File: src/rtl/conv2_maxpool_pkg.sv
// ---------------------------------------------------------------------------
// conv2_maxpool_pkg
//   Shared conv2 constants and helpers for the conv2 max-pool stage.
//   - CONV2_ACT_W  : activation width coming out of the conv2 requantizer
//   - CONV2_OUT_W/H: conv2 output feature-map dimensions (pool defaults)
//   - smax()       : signed maximum on a wide signed operand; callers
//                    sign-extend into it and truncate the result back, so
//                    -128/127 extremes never overflow.
//   - beat_kind_e  : what an accepted input beat does inside the pool stage.
// ---------------------------------------------------------------------------
package conv2_maxpool_pkg;

  localparam int CONV2_ACT_W = 8;
  localparam int CONV2_OUT_W = 8;
  localparam int CONV2_OUT_H = 8;

  // Width of the operands smax() works on. Any DATA_W up to this fits.
  localparam int SMAX_W = 32;

  // Role of a beat, decided by its (row, col) parity:
  //   BEAT_HOLD : even column, pixel is parked in the held register
  //   BEAT_PAIR : even row, odd column, horizontal pair max goes to linebuf
  //   BEAT_POOL : odd row, odd column, completes a 2x2 window
  typedef enum logic [1:0] {
    BEAT_HOLD = 2'd0,
    BEAT_PAIR = 2'd1,
    BEAT_POOL = 2'd2
  } beat_kind_e;

  // Signed maximum. Ties return b; the value is identical either way.
  function automatic logic signed [SMAX_W-1:0] smax(
    input logic signed [SMAX_W-1:0] a,
    input logic signed [SMAX_W-1:0] b
  );
    return (a > b) ? a : b;
  endfunction

endpackage

File: src/rtl/conv2_maxpool_if.sv
// ---------------------------------------------------------------------------
// conv2_maxpool_if
//   Handshake bundle of the conv2 max-pool stage: the activation input
//   stream and the pooled output stream.
//
//   Valid/ready semantics (both streams): a beat transfers on a rising clock
//   edge where valid && ready are both 1. A producer holding valid keeps its
//   data (and last) stable until the transfer; ready may depend
//   combinationally on the consumer's own state but never on valid.
//
//   Signals
//     in_valid  : upstream activation valid
//     in_ready  : pool stage can accept in_data this cycle
//     in_data   : signed activation, raster order
//     out_valid : pooled value valid
//     out_ready : downstream accepts out_data
//     out_data  : signed pooled max
//     out_last  : marks the final pooled value of a frame
//
//   Modports
//     master : the environment around the stage (drives inputs, out_ready)
//     slave  : the pool stage itself
// ---------------------------------------------------------------------------
interface conv2_maxpool_if #(
  parameter int DATA_W = 8
);

  logic              in_valid;
  logic              in_ready;
  logic [DATA_W-1:0] in_data;
  logic              out_valid;
  logic              out_ready;
  logic [DATA_W-1:0] out_data;
  logic              out_last;

  modport master (
    output in_valid,
    output in_data,
    output out_ready,
    input  in_ready,
    input  out_valid,
    input  out_data,
    input  out_last
  );

  modport slave (
    input  in_valid,
    input  in_data,
    input  out_ready,
    output in_ready,
    output out_valid,
    output out_data,
    output out_last
  );

endinterface

File: src/rtl/conv2_pool_linebuf.sv
// ---------------------------------------------------------------------------
// conv2_pool_linebuf
//   Register-array line buffer holding one half-row of horizontal pair
//   maxima. Synchronous write, asynchronous (same-cycle) read. The data
//   array has no reset: every entry is written on an even row before the
//   following odd row reads it.
//
//   Ports
//     clk   : clock
//     we    : write enable
//     waddr : write index (0..DEPTH-1)
//     wdata : value to store
//     raddr : read index (0..DEPTH-1)
//     rdata : stored value at raddr, combinational
// ---------------------------------------------------------------------------
module conv2_pool_linebuf #(
  parameter int DEPTH  = 4,
  parameter int DATA_W = 8,
  parameter int AW     = 2
) (
  input  logic              clk,
  input  logic              we,
  input  logic [AW-1:0]     waddr,
  input  logic [DATA_W-1:0] wdata,
  input  logic [AW-1:0]     raddr,
  output logic [DATA_W-1:0] rdata
);

  logic [DATA_W-1:0] mem [DEPTH];

  always_ff @(posedge clk) begin
    if (we) begin
      mem[waddr] <= wdata;
    end
  end

  assign rdata = mem[raddr];

endmodule

File: src/rtl/conv2_maxpool.sv
// ---------------------------------------------------------------------------
// conv2_maxpool
//   2x2 stride-2 signed max-pool for one conv2 output channel. Takes the
//   activation stream in raster order, one pixel per accepted beat, and
//   emits one pooled value per 2x2 window with a one-cycle latency from the
//   beat that completes the window.
//
//   Datapath per accepted beat:
//     even col            : pixel -> held register
//     even row, odd col   : smax(held, pixel) -> linebuf[col/2]
//     odd row,  odd col   : smax(linebuf[col/2], smax(held, pixel))
//                           -> output register
//
//   Ports
//     clk   : clock
//     rst_n : asynchronous active-low reset
//     bus   : conv2_maxpool_if.slave (input stream + pooled output stream)
//
//   in_ready = !out_valid || out_ready, so the stage only stalls when the
//   single output register is occupied and not draining; a drain and a
//   reload in the same cycle keep full throughput.
// ---------------------------------------------------------------------------
module conv2_maxpool
  import conv2_maxpool_pkg::*;
#(
  parameter int DATA_W = CONV2_ACT_W,
  parameter int IMG_W  = CONV2_OUT_W,
  parameter int IMG_H  = CONV2_OUT_H
) (
  input logic           clk,
  input logic           rst_n,
  conv2_maxpool_if.slave bus
);

  localparam int HALF_W = IMG_W / 2;
  localparam int CW     = (IMG_W > 1)  ? $clog2(IMG_W)  : 1;
  localparam int RW     = (IMG_H > 1)  ? $clog2(IMG_H)  : 1;
  localparam int AW     = (HALF_W > 1) ? $clog2(HALF_W) : 1;

  localparam logic [CW-1:0] COL_LAST = CW'(IMG_W - 1);
  localparam logic [RW-1:0] ROW_LAST = RW'(IMG_H - 1);

  // Frame geometry must tile exactly into 2x2 windows.
  generate
    if ((IMG_W % 2) != 0 || (IMG_H % 2) != 0 || IMG_W < 2 || IMG_H < 2) begin : g_bad_dims
      $error("conv2_maxpool: IMG_W and IMG_H must be even and >= 2");
    end
    if (DATA_W > SMAX_W || DATA_W < 2) begin : g_bad_width
      $error("conv2_maxpool: DATA_W out of range for smax");
    end
  endgenerate

  // -------------------------------------------------------------------------
  // Position and beat classification
  // -------------------------------------------------------------------------
  logic [CW-1:0]            col;
  logic [RW-1:0]            row;
  logic signed [DATA_W-1:0] held;
  logic signed [DATA_W-1:0] pix;
  logic                     accept;
  beat_kind_e               kind;

  assign pix          = bus.in_data;
  assign bus.in_ready = !bus.out_valid || bus.out_ready;
  assign accept       = bus.in_valid && bus.in_ready;

  always_comb begin
    kind = BEAT_HOLD;
    if (col[0]) begin
      kind = row[0] ? BEAT_POOL : BEAT_PAIR;
    end
  end

  // Raster counters: col wraps into row, row wraps into the next frame with
  // no gap cycle.
  always_ff @(posedge clk or negedge rst_n) begin
    if (!rst_n) begin
      col <= '0;
      row <= '0;
    end else if (accept) begin
      if (col == COL_LAST) begin
        col <= '0;
        row <= (row == ROW_LAST) ? '0 : row + 1'b1;
      end else begin
        col <= col + 1'b1;
      end
    end
  end

  // Left pixel of the current horizontal pair.
  always_ff @(posedge clk or negedge rst_n) begin
    if (!rst_n) begin
      held <= '0;
    end else if (accept && kind == BEAT_HOLD) begin
      held <= pix;
    end
  end

  // -------------------------------------------------------------------------
  // Pair max, line buffer and window max
  // -------------------------------------------------------------------------
  logic signed [DATA_W-1:0] pair_max;
  logic signed [DATA_W-1:0] lb_top;
  logic [DATA_W-1:0]        lb_rdata;
  logic signed [DATA_W-1:0] pool_result;
  logic [AW-1:0]            lb_addr;
  logic                     lb_we;
  logic                     load;
  logic                     frame_end;

  // Operands are sign-extended into smax's wide type, so the truncation back
  // to DATA_W is lossless (the max of two DATA_W values fits in DATA_W).
  assign pair_max    = DATA_W'(smax(SMAX_W'(held), SMAX_W'(pix)));
  assign lb_top      = lb_rdata;
  assign pool_result = DATA_W'(smax(SMAX_W'(lb_top), SMAX_W'(pair_max)));

  // Write and read share the index: col/2 names the window column both on
  // the even row that fills it and the odd row that consumes it.
  assign lb_addr   = AW'(col >> 1);
  assign lb_we     = accept && (kind == BEAT_PAIR);
  assign load      = accept && (kind == BEAT_POOL);
  assign frame_end = (row == ROW_LAST) && (col == COL_LAST);

  conv2_pool_linebuf #(
    .DEPTH  (HALF_W),
    .DATA_W (DATA_W),
    .AW     (AW)
  ) u_linebuf (
    .clk   (clk),
    .we    (lb_we),
    .waddr (lb_addr),
    .wdata (pair_max),
    .raddr (lb_addr),
    .rdata (lb_rdata)
  );

  // -------------------------------------------------------------------------
  // Output register
  // -------------------------------------------------------------------------
  // A load wins over a drain: when the old value leaves and a new window
  // completes on the same edge, the new value replaces it and valid stays 1.
  always_ff @(posedge clk or negedge rst_n) begin
    if (!rst_n) begin
      bus.out_valid <= 1'b0;
      bus.out_data  <= '0;
      bus.out_last  <= 1'b0;
    end else if (load) begin
      bus.out_valid <= 1'b1;
      bus.out_data  <= pool_result;
      bus.out_last  <= frame_end;
    end else if (bus.out_ready) begin
      bus.out_valid <= 1'b0;
    end
  end

endmodule

File: src/flat_wrapper.sv
// flat-port wrapper written by rule: the top's interface ports become plain ports
module conv2_maxpool_flat import conv2_maxpool_pkg::*;
#(
  parameter int DATA_W = CONV2_ACT_W,
  parameter int IMG_W  = CONV2_OUT_W,
  parameter int IMG_H  = CONV2_OUT_H
)
  (clk, rst_n, bus_in_valid, bus_in_data, bus_out_ready, bus_in_ready, bus_out_valid, bus_out_data, bus_out_last);
  conv2_maxpool_if #(.DATA_W(DATA_W)) bus_i ();
  input logic clk;
  input logic rst_n;
  input wire logic [$bits(bus_i.in_valid)-1:0] bus_in_valid;
  input wire logic [$bits(bus_i.in_data)-1:0] bus_in_data;
  input wire logic [$bits(bus_i.out_ready)-1:0] bus_out_ready;
  output wire logic [$bits(bus_i.in_ready)-1:0] bus_in_ready;
  output wire logic [$bits(bus_i.out_valid)-1:0] bus_out_valid;
  output wire logic [$bits(bus_i.out_data)-1:0] bus_out_data;
  output wire logic [$bits(bus_i.out_last)-1:0] bus_out_last;
  assign bus_i.in_valid = bus_in_valid;
  assign bus_i.in_data = bus_in_data;
  assign bus_i.out_ready = bus_out_ready;
  assign bus_in_ready = bus_i.in_ready;
  assign bus_out_valid = bus_i.out_valid;
  assign bus_out_data = bus_i.out_data;
  assign bus_out_last = bus_i.out_last;
  conv2_maxpool #(.DATA_W(DATA_W), .IMG_W(IMG_W), .IMG_H(IMG_H)) u_core (.clk(clk), .rst_n(rst_n), .bus(bus_i));
endmodule
File: config.mk
export PLATFORM = sky130hd
export DESIGN_NAME = conv2_maxpool_flat
export DESIGN_NICKNAME = d
export VERILOG_FILES = /design/src/rtl/conv2_maxpool_pkg.sv /design/src/rtl/conv2_maxpool_if.sv /design/src/rtl/conv2_pool_linebuf.sv /design/src/rtl/conv2_maxpool.sv /design/src/flat_wrapper.sv
export SDC_FILE = /design/constraint.sdc
export NUM_CORES = 1
export LEC_CHECK = 0
export ABC_AREA = 1
export BUFFER_PORTS_ARGS = -buffer_cell sky130_fd_sc_hd__buf_2
export CAP_MARGIN = 10
export CORE_MARGIN = 1.5
export CORE_UTILIZATION = 54
export DETAILED_ROUTE_END_ITERATION = 7
export PLACE_DENSITY = 0.83
export SLEW_MARGIN = 20
export SYNTH_ARGS = -nofsm -noshare
export SYNTH_HDL_FRONTEND = slang
export SYNTH_SLANG_ARGS = --single-unit
File: constraint.sdc
create_clock -name clk -period 3.05 [get_ports clk]
set_input_delay 0.305 -clock clk [delete_from_list [all_inputs] [get_ports clk]]
set_output_delay 0.305 -clock clk [all_outputs]
set_load 0.005 [all_outputs]
**Word level (Yosys, flattened, before mapping)**

Memory sizes are Yosys's and may differ from the RTL's.
Cells that the tools add are included.

- Register bits: 24
- Bits in latches: 0
- Memory bits (writable): 32
- Bits in read-only memories: 0
- Input bits: 12
- Output and inout port bits: 11
- Logic and storage cells: 35
- Memories kept: 1

Memory list:

| name | words | width | rd ports | clocked after memory_dff | write ports | RTL line | RTL |
|---|---|---|---|---|---|---|---|
| u_core.u_linebuf.mem | 4 | 8 | 1 | 0 | 1 | conv2_pool_linebuf.sv:29 | `logic [DATA_W-1:0] mem [DEPTH];` |

- Add/sub/neg operators: 2
- Multiply operators: 0
- Div/mod/pow operators: 0
- $lt $le $gt $ge: 2
- Equal/unequal tests: 4
- Shift operators: 0
- Mux-type cells: 10
- Bitwise operators: 0
- Reduce and logical (&&, ||, !) cells: 10

Operators with widths:

| operator | count |
|---|---|
| $gt 8x8->1 | 2 |
| $mux 8 | 2 |
| $add 3x1->3 const B | 2 |
| $eq 3x3->1 const B | 2 |
| $mux 3 | 2 |
| $logic_and 1x1->1 | 5 |
| $mux 1 | 4 |
| $mux 2 | 2 |
| $eq 2x1->1 const B | 1 |
| $eq 2x2->1 const B | 1 |
| $logic_not 2->1 | 1 |
| $reduce_and 2->1 | 1 |
| $reduce_bool 2->1 | 1 |
| $logic_not 1->1 | 1 |
| $logic_or 1x1->1 | 1 |

**Depth between registers and ports, before layout**

- Word-level depth: 6
- Mapped depth: 28
- Mapped depth without buffers: 28

**Cells and area by module**

A second synthesis with hierarchy kept.

- Cell total of the unflattened synthesis: 373
- Area, all modules: 3130.5 um^2

By module, submodules not included:

| module | times used | cells an instance | area an instance (um^2) |
|---|---|---|---|
| conv2_maxpool | 1 | 240 | 1742.9 |
| conv2_pool_linebuf | 1 | 133 | 1387.6 |

**Least setup slack after synthesis**

No wires, ideal clock.

- Path type: register to register
- Start point: register u_core.held[7]
- End point: register u_core.bus.out_data[0]
- Arrival: 2.726 ns
- Required time: 2.934 ns
- Slack: 0.208 ns
- Cell stages (with the launch flop): 25
- Path through: dfrtp_1 ha_1 nand2_1 inv_1 nand2_1 nand2_1 nor2_1 nand3_2 nand3_4 nand2_1 nand2_1 inv_1 ha_1 nand2_1 inv_1 nand2_1 nand2_1 nand2_1 nand2_1 nand2_1 nand2_1 nand2_1 nand3_1 nand2_1 nand2_1

- Word-level cells in the longest chain between the ends: 4

Ends and longest elaborated chain:

| item | RTL line | RTL |
|---|---|---|
| from (decl) | conv2_maxpool.sv:58 | `logic signed [DATA_W-1:0] held;` |
| from (signal assigned) | conv2_maxpool.sv:95 | `held <= pix;` |
| $gt 8x8->1 | conv2_maxpool_pkg.sv:35 | `return (a > b) ? a : b;` |
| $mux 8 | conv2_maxpool_pkg.sv:35 |  |
| named net u_core.pair_max[3] | conv2_maxpool.sv:102 | `logic signed [DATA_W-1:0] pair_max;` |
| $gt 8x8->1 | conv2_maxpool_pkg.sv:35 |  |
| $mux 8 | conv2_maxpool_pkg.sv:35 |  |
| to (signal assigned) | conv2_maxpool.sv:149 | `bus.out_data <= pool_result;` |
| to (decl) | conv2_maxpool_if.sv:52 | `output out_data,` |

The timed path passes the listed nets, and every way through them passes these cells.
A chain may end at the register's enable or synchronous reset.

**Final worst setup path**

- Start point: register u_core.held[7]
- End point: register u_core.bus.out_data[1]

Same word-level chain as after synthesis.

==> metrics.txt <==
# TYPE chip_impl_metric gauge
chip_impl_info{name="status",value="finished clean"} 1
chip_impl_metric{name="cts_htree_levels",unit=""} 2
chip_impl_metric{name="fin_crit_sh",unit="%"} 98.8
chip_impl_metric{name="grt_pass1_vias",unit=""} 2348
chip_impl_metric{name="hold_violations",unit=""} 0
chip_impl_metric{name="fin_area",unit="sq um"} 3670
chip_impl_info{name="worst_r2r_endpoint",value="u_core.bus.out_data[1]"} 1
chip_impl_metric{name="placeableCoreArea",unit="sq um"} 5200
chip_impl_metric{name="seq_area_frac_synth",unit="%"} 52.3
chip_impl_metric{name="drt_iter0_drc",unit=""} 169
chip_impl_info{name="regToRegStartpoint",value="u_core.held[7]"} 1
chip_impl_metric{name="finish.utilization",unit="%"} 70.5
chip_impl_info{name="worstHoldStart",value="bus_out_ready"} 1
chip_impl_metric{name="path_max_fanout",unit=""} 7
chip_impl_metric{name="area_growth_syn_to_layout",unit="%"} 22.7
chip_impl_metric{name="path_clk_slew",unit="ns"} 0.10
chip_impl_metric{name="clock.fmax",unit="GHz"} 0.332
chip_impl_metric{name="cts_num_sinks",unit=""} 56
chip_impl_metric{name="slew-limit-headroom",unit="%"} 46.9
chip_impl_metric{name="hold_path_depth",unit=""} 4
chip_impl_metric{name="top_level_ports",unit=""} 23
chip_impl_info{name="hp-class",value="in -> reg"} 1
chip_impl_metric{name="reg2reg_depth",unit=""} 23
chip_impl_metric{name="clock_insertion_delay_worst_skew",unit="ns"} 0.32
chip_impl_metric{name="worstMarginPinSlew",unit="ns"} 0.794
chip_impl_metric{name="antenna_found_initial",unit=""} 0
chip_impl_metric{name="post-place-ws",unit="ns"} -0.0391
chip_impl_metric{name="ctsLongestPathBuffers",unit=""} 2
chip_impl_metric{name="grt_max_degree",unit=""} 25
chip_impl_metric{name="antenna_left",unit=""} 0
chip_impl_info{name="ctsRootBufferMaster",value="sky130_fd_sc_hd__clkbuf_8"} 1
chip_impl_metric{name="net_count_reported_at_finish",unit=""} 439
chip_impl_metric{name="fp.dieW",unit="um"} 77.4
chip_impl_metric{name="drt-total-wl",unit="um"} 7210
chip_impl_info{name="hold_path_end",value="u_core.bus.out_valid"} 1
chip_impl_metric{name="synth_nets",unit=""} 387
chip_impl_metric{name="critical_path_required",unit="ns"} 3.27
chip_impl_metric{name="cp.arrival",unit="ns"} 3.23
chip_impl_info{name="cts_tree",value="yes"} 1
chip_impl_metric{name="mean_post_synth_cell_area",unit="sq um"} 8.42
chip_impl_metric{name="mappedNetlistArea",unit="sq um"} 2990
chip_impl_metric{name="static-leakage-power",unit="nW"} 1.92
chip_impl_metric{name="die_h",unit="um"} 77.4
chip_impl_info{name="critPathKind",value="reg -> reg"} 1
chip_impl_metric{name="diodes",unit=""} 0
chip_impl_metric{name="cts_made_buffers",unit=""} 5
chip_impl_metric{name="worst_ir_drop_vdd",unit="mV"} 0.838
chip_impl_metric{name="drt_drc_violations_left",unit=""} 0
chip_impl_metric{name="detailed_place.area",unit="sq um"} 3220
chip_impl_metric{name="finalWorstPathRequiredPeriod",unit="ns"} 3.01
chip_impl_metric{name="yosys.area.top_type_share",unit="%"} 32.2
chip_impl_info{name="worst_setup_path_start_kind",value="register"} 1
chip_impl_metric{name="postSynthRegisterBits",unit=""} 56
chip_impl_metric{name="drive_above_1_share",unit="%"} 23.0
chip_impl_metric{name="drv_slew",unit=""} 0
chip_impl_metric{name="synth.lib_cells_used.distinct",unit=""} 20
chip_impl_metric{name="hold_slack",unit="ns"} 0.274
chip_impl_metric{name="first_pass_grt_wire_length",unit="um"} 10500
chip_impl_metric{name="total_power",unit="mW"} 4.34
chip_impl_metric{name="syn-instance-count",unit=""} 355
chip_impl_metric{name="grt_util_all_layers",unit="%"} 22.4
chip_impl_info{name="synth.top_cells.by_area",value="sky130_fd_sc_hd__edfxtp_1 (32%), sky130_fd_sc_hd__dfrtp_1 (20%), sky130_fd_sc_hd__nand2_1 (16%)"} 1
chip_impl_info{name="critical_path_capture_point_type",value="register"} 1
chip_impl_metric{name="buffer_ports.inserted",unit=""} 22
chip_impl_metric{name="global_route.overflow_total",unit=""} 0
chip_impl_metric{name="gp_congestion",unit=""} 0.836
chip_impl_metric{name="route.vias.total",unit=""} 2490
chip_impl_metric{name="cap_viol_max_count",unit=""} 0
chip_impl_metric{name="effective_utilization_at_floorplan",unit="%"} 57.4
chip_impl_metric{name="die_area",unit="sq um"} 5990
chip_impl_metric{name="setup_ws",unit="ns"} 0.0365
chip_impl_metric{name="timing.reg2reg.setup_slack",unit="ns"} 0.04
chip_impl_metric{name="drt-vias-per-instance",unit=""} 5.21
chip_impl_metric{name="power_density",unit="nW/um^2"} 1180
chip_impl_metric{name="ys_warn_count",unit=""} 0
chip_impl_info{name="synth_top_cell_by_area",value="sky130_fd_sc_hd__edfxtp_1"} 1
chip_impl_metric{name="setup_viol",unit=""} 0
chip_impl_metric{name="finalClockSkew",unit="ns"} 0.00734
chip_impl_metric{name="avgRoutedWirePerCell",unit="um"} 15.1
chip_impl_metric{name="hpwlAfterDp",unit="um"} 4580
chip_impl_metric{name="rows",unit=""} 26
chip_impl_metric{name="drt_first_pass_iters",unit=""} 4
==> cell families (layout without fill, tap and decap cells) <==
group	after synthesis	in the layout	share of synthesized area, %
compound gates	17	17	3.10
fa+ha+maj	20	20	8.38
buf+inv	71	123	9.17
flops	56	56	52.3
simple gates	191	192	27.1
==> metal layers <==
layer	vias to the layer above	GRT usage [%]	share of wire (%)
met2	73	40.5	53
met1	1179	27.4	41
li1	1223	-	-
met3	15	3.53	3.4
met4	0	6.73	2.3
met5	-	0	0
==> Yosys cell counts <==
cell type and count:
sky130_fd_sc_hd__o21ai_0 11, sky130_fd_sc_hd__inv_1 67, sky130_fd_sc_hd__a211oi_2 1, sky130_fd_sc_hd__nor3_1 8, sky130_fd_sc_hd__nor2_1 26, sky130_fd_sc_hd__nand2_1 124, sky130_fd_sc_hd__a21oi_1 5, sky130_fd_sc_hd__nand3_4 1
sky130_fd_sc_hd__ha_1 20, sky130_fd_sc_hd__clkbuf_1 1, sky130_fd_sc_hd__nand2_2 2, sky130_fd_sc_hd__nand3_2 1, sky130_fd_sc_hd__edfxtp_1 32, sky130_fd_sc_hd__nand4_1 9, sky130_fd_sc_hd__buf_6 1, sky130_fd_sc_hd__inv_2 2
sky130_fd_sc_hd__nor2_2 2, sky130_fd_sc_hd__nand4_2 1, sky130_fd_sc_hd__dfrtp_1 24, sky130_fd_sc_hd__nand3_1 17
==> sequential cells by signal, summed over array words and instances (netlist names) <==
name                  cells
u_core.col                3
u_core.bus.out_data       8
u_core.bus.out_last       1
u_core.held               8
u_core.bus.out_valid      1
u_core.row                3
u_core.u_linebuf.mem     32
==> stage by stage <==
stage | std cells | setup TNS, ns
after floorplan | 355 | 0
after global placement | 452 | 0
after global routing | 478 | -0.953
after detailed placement | 452 | -0.234
after CTS | 461 | 0
final | 478 | 0
==> timing repair <==
item	4_1_cts	5_1_grt
setup buffers	0	16
gates cloned	0	1
hold buffers	1	0
gates resized for setup	2	45
endpoints found under the hold margin	24	0
endpoints found under the setup margin	8	8
pin swaps	0	17
==> report_power, final <==
| part | total [mW] | internal (mW) | switching, mW |
|---|---|---|---|
| Clock | 0.412 | 0.160 | 0.252 |
| Combinational | 2.68 | 1.09 | 1.58 |
| Sequential | 1.25 | 1.12 | 0.137 |
==> worst max-delay path by stage <==
stage	from	to	slack (ns)
final	u_core.held[7]	u_core.bus.out_data[1]	0.04
after global routing	u_core.held[7]	u_core.bus.out_data[3]	-0.14
after CTS	u_core.held[7]	u_core.bus.out_data[2]	0.01
after detailed placement	bus_in_data[7]	u_core.bus.out_data[1]	-0.04
after global placement	bus_in_data[7]	u_core.bus.out_data[2]	0.05
after floorplan	u_core.held[7]	u_core.bus.out_data[0]	0.21
==> layout by cell type, fill, tap and decap left out, drive strengths merged <==
cell type	netlist	routed
dfrtp	24	24
clkinv	0	1
o21ai	11	11
a211oi	1	1
dlygate4sd3	0	1
nand3	19	19
edfxtp	32	32
clkinvlp	0	1
nand4	10	10
a21oi	5	5
ha	20	20
inv	69	69
buf	1	45
nand2	126	127
nor2	28	28
nor3	8	8
clkbuf	1	6
==> area by class of cell <==
| type | instances | area [sq um] |
|---|---|---|
| Clock buffer | 6 | 72.6 |
| Timing Repair Buffer | 46 | 315 |
| Fill cell | 386 | 1540 |
| Multi-Input combinational cell | 229 | 1360 |
| Clock inverter | 2 | 11.3 |
| Tap cell | 70 | 87.6 |
| Sequential cell | 56 | 1560 |
| Inverter | 69 | 259 |
==> critical path, cell delays in order, from the launching register on <==
cell                      delay [ns]
sky130_fd_sc_hd__dfrtp_1        0.45
sky130_fd_sc_hd__ha_4           0.28
sky130_fd_sc_hd__nand2_4        0.07
sky130_fd_sc_hd__inv_1          0.04
sky130_fd_sc_hd__nand2_1        0.09
sky130_fd_sc_hd__nand2_2        0.08
sky130_fd_sc_hd__inv_1          0.11
sky130_fd_sc_hd__nand2_4        0.07
sky130_fd_sc_hd__nand2_4        0.10
sky130_fd_sc_hd__nand3_4        0.14
sky130_fd_sc_hd__buf_6          0.16
sky130_fd_sc_hd__nand2_1        0.09
sky130_fd_sc_hd__nand2_2        0.09
sky130_fd_sc_hd__inv_1          0.08
sky130_fd_sc_hd__ha_1           0.24
sky130_fd_sc_hd__nand2_2        0.08
sky130_fd_sc_hd__nor3_1         0.06
sky130_fd_sc_hd__nor2_2         0.22
sky130_fd_sc_hd__buf_6          0.14
sky130_fd_sc_hd__nand3_1        0.07
sky130_fd_sc_hd__nand2_1        0.08
sky130_fd_sc_hd__inv_1          0.05
sky130_fd_sc_hd__nand2_1        0.07
sky130_fd_sc_hd__nand2_1        0.05
Power figures use the tool's default switching activity.
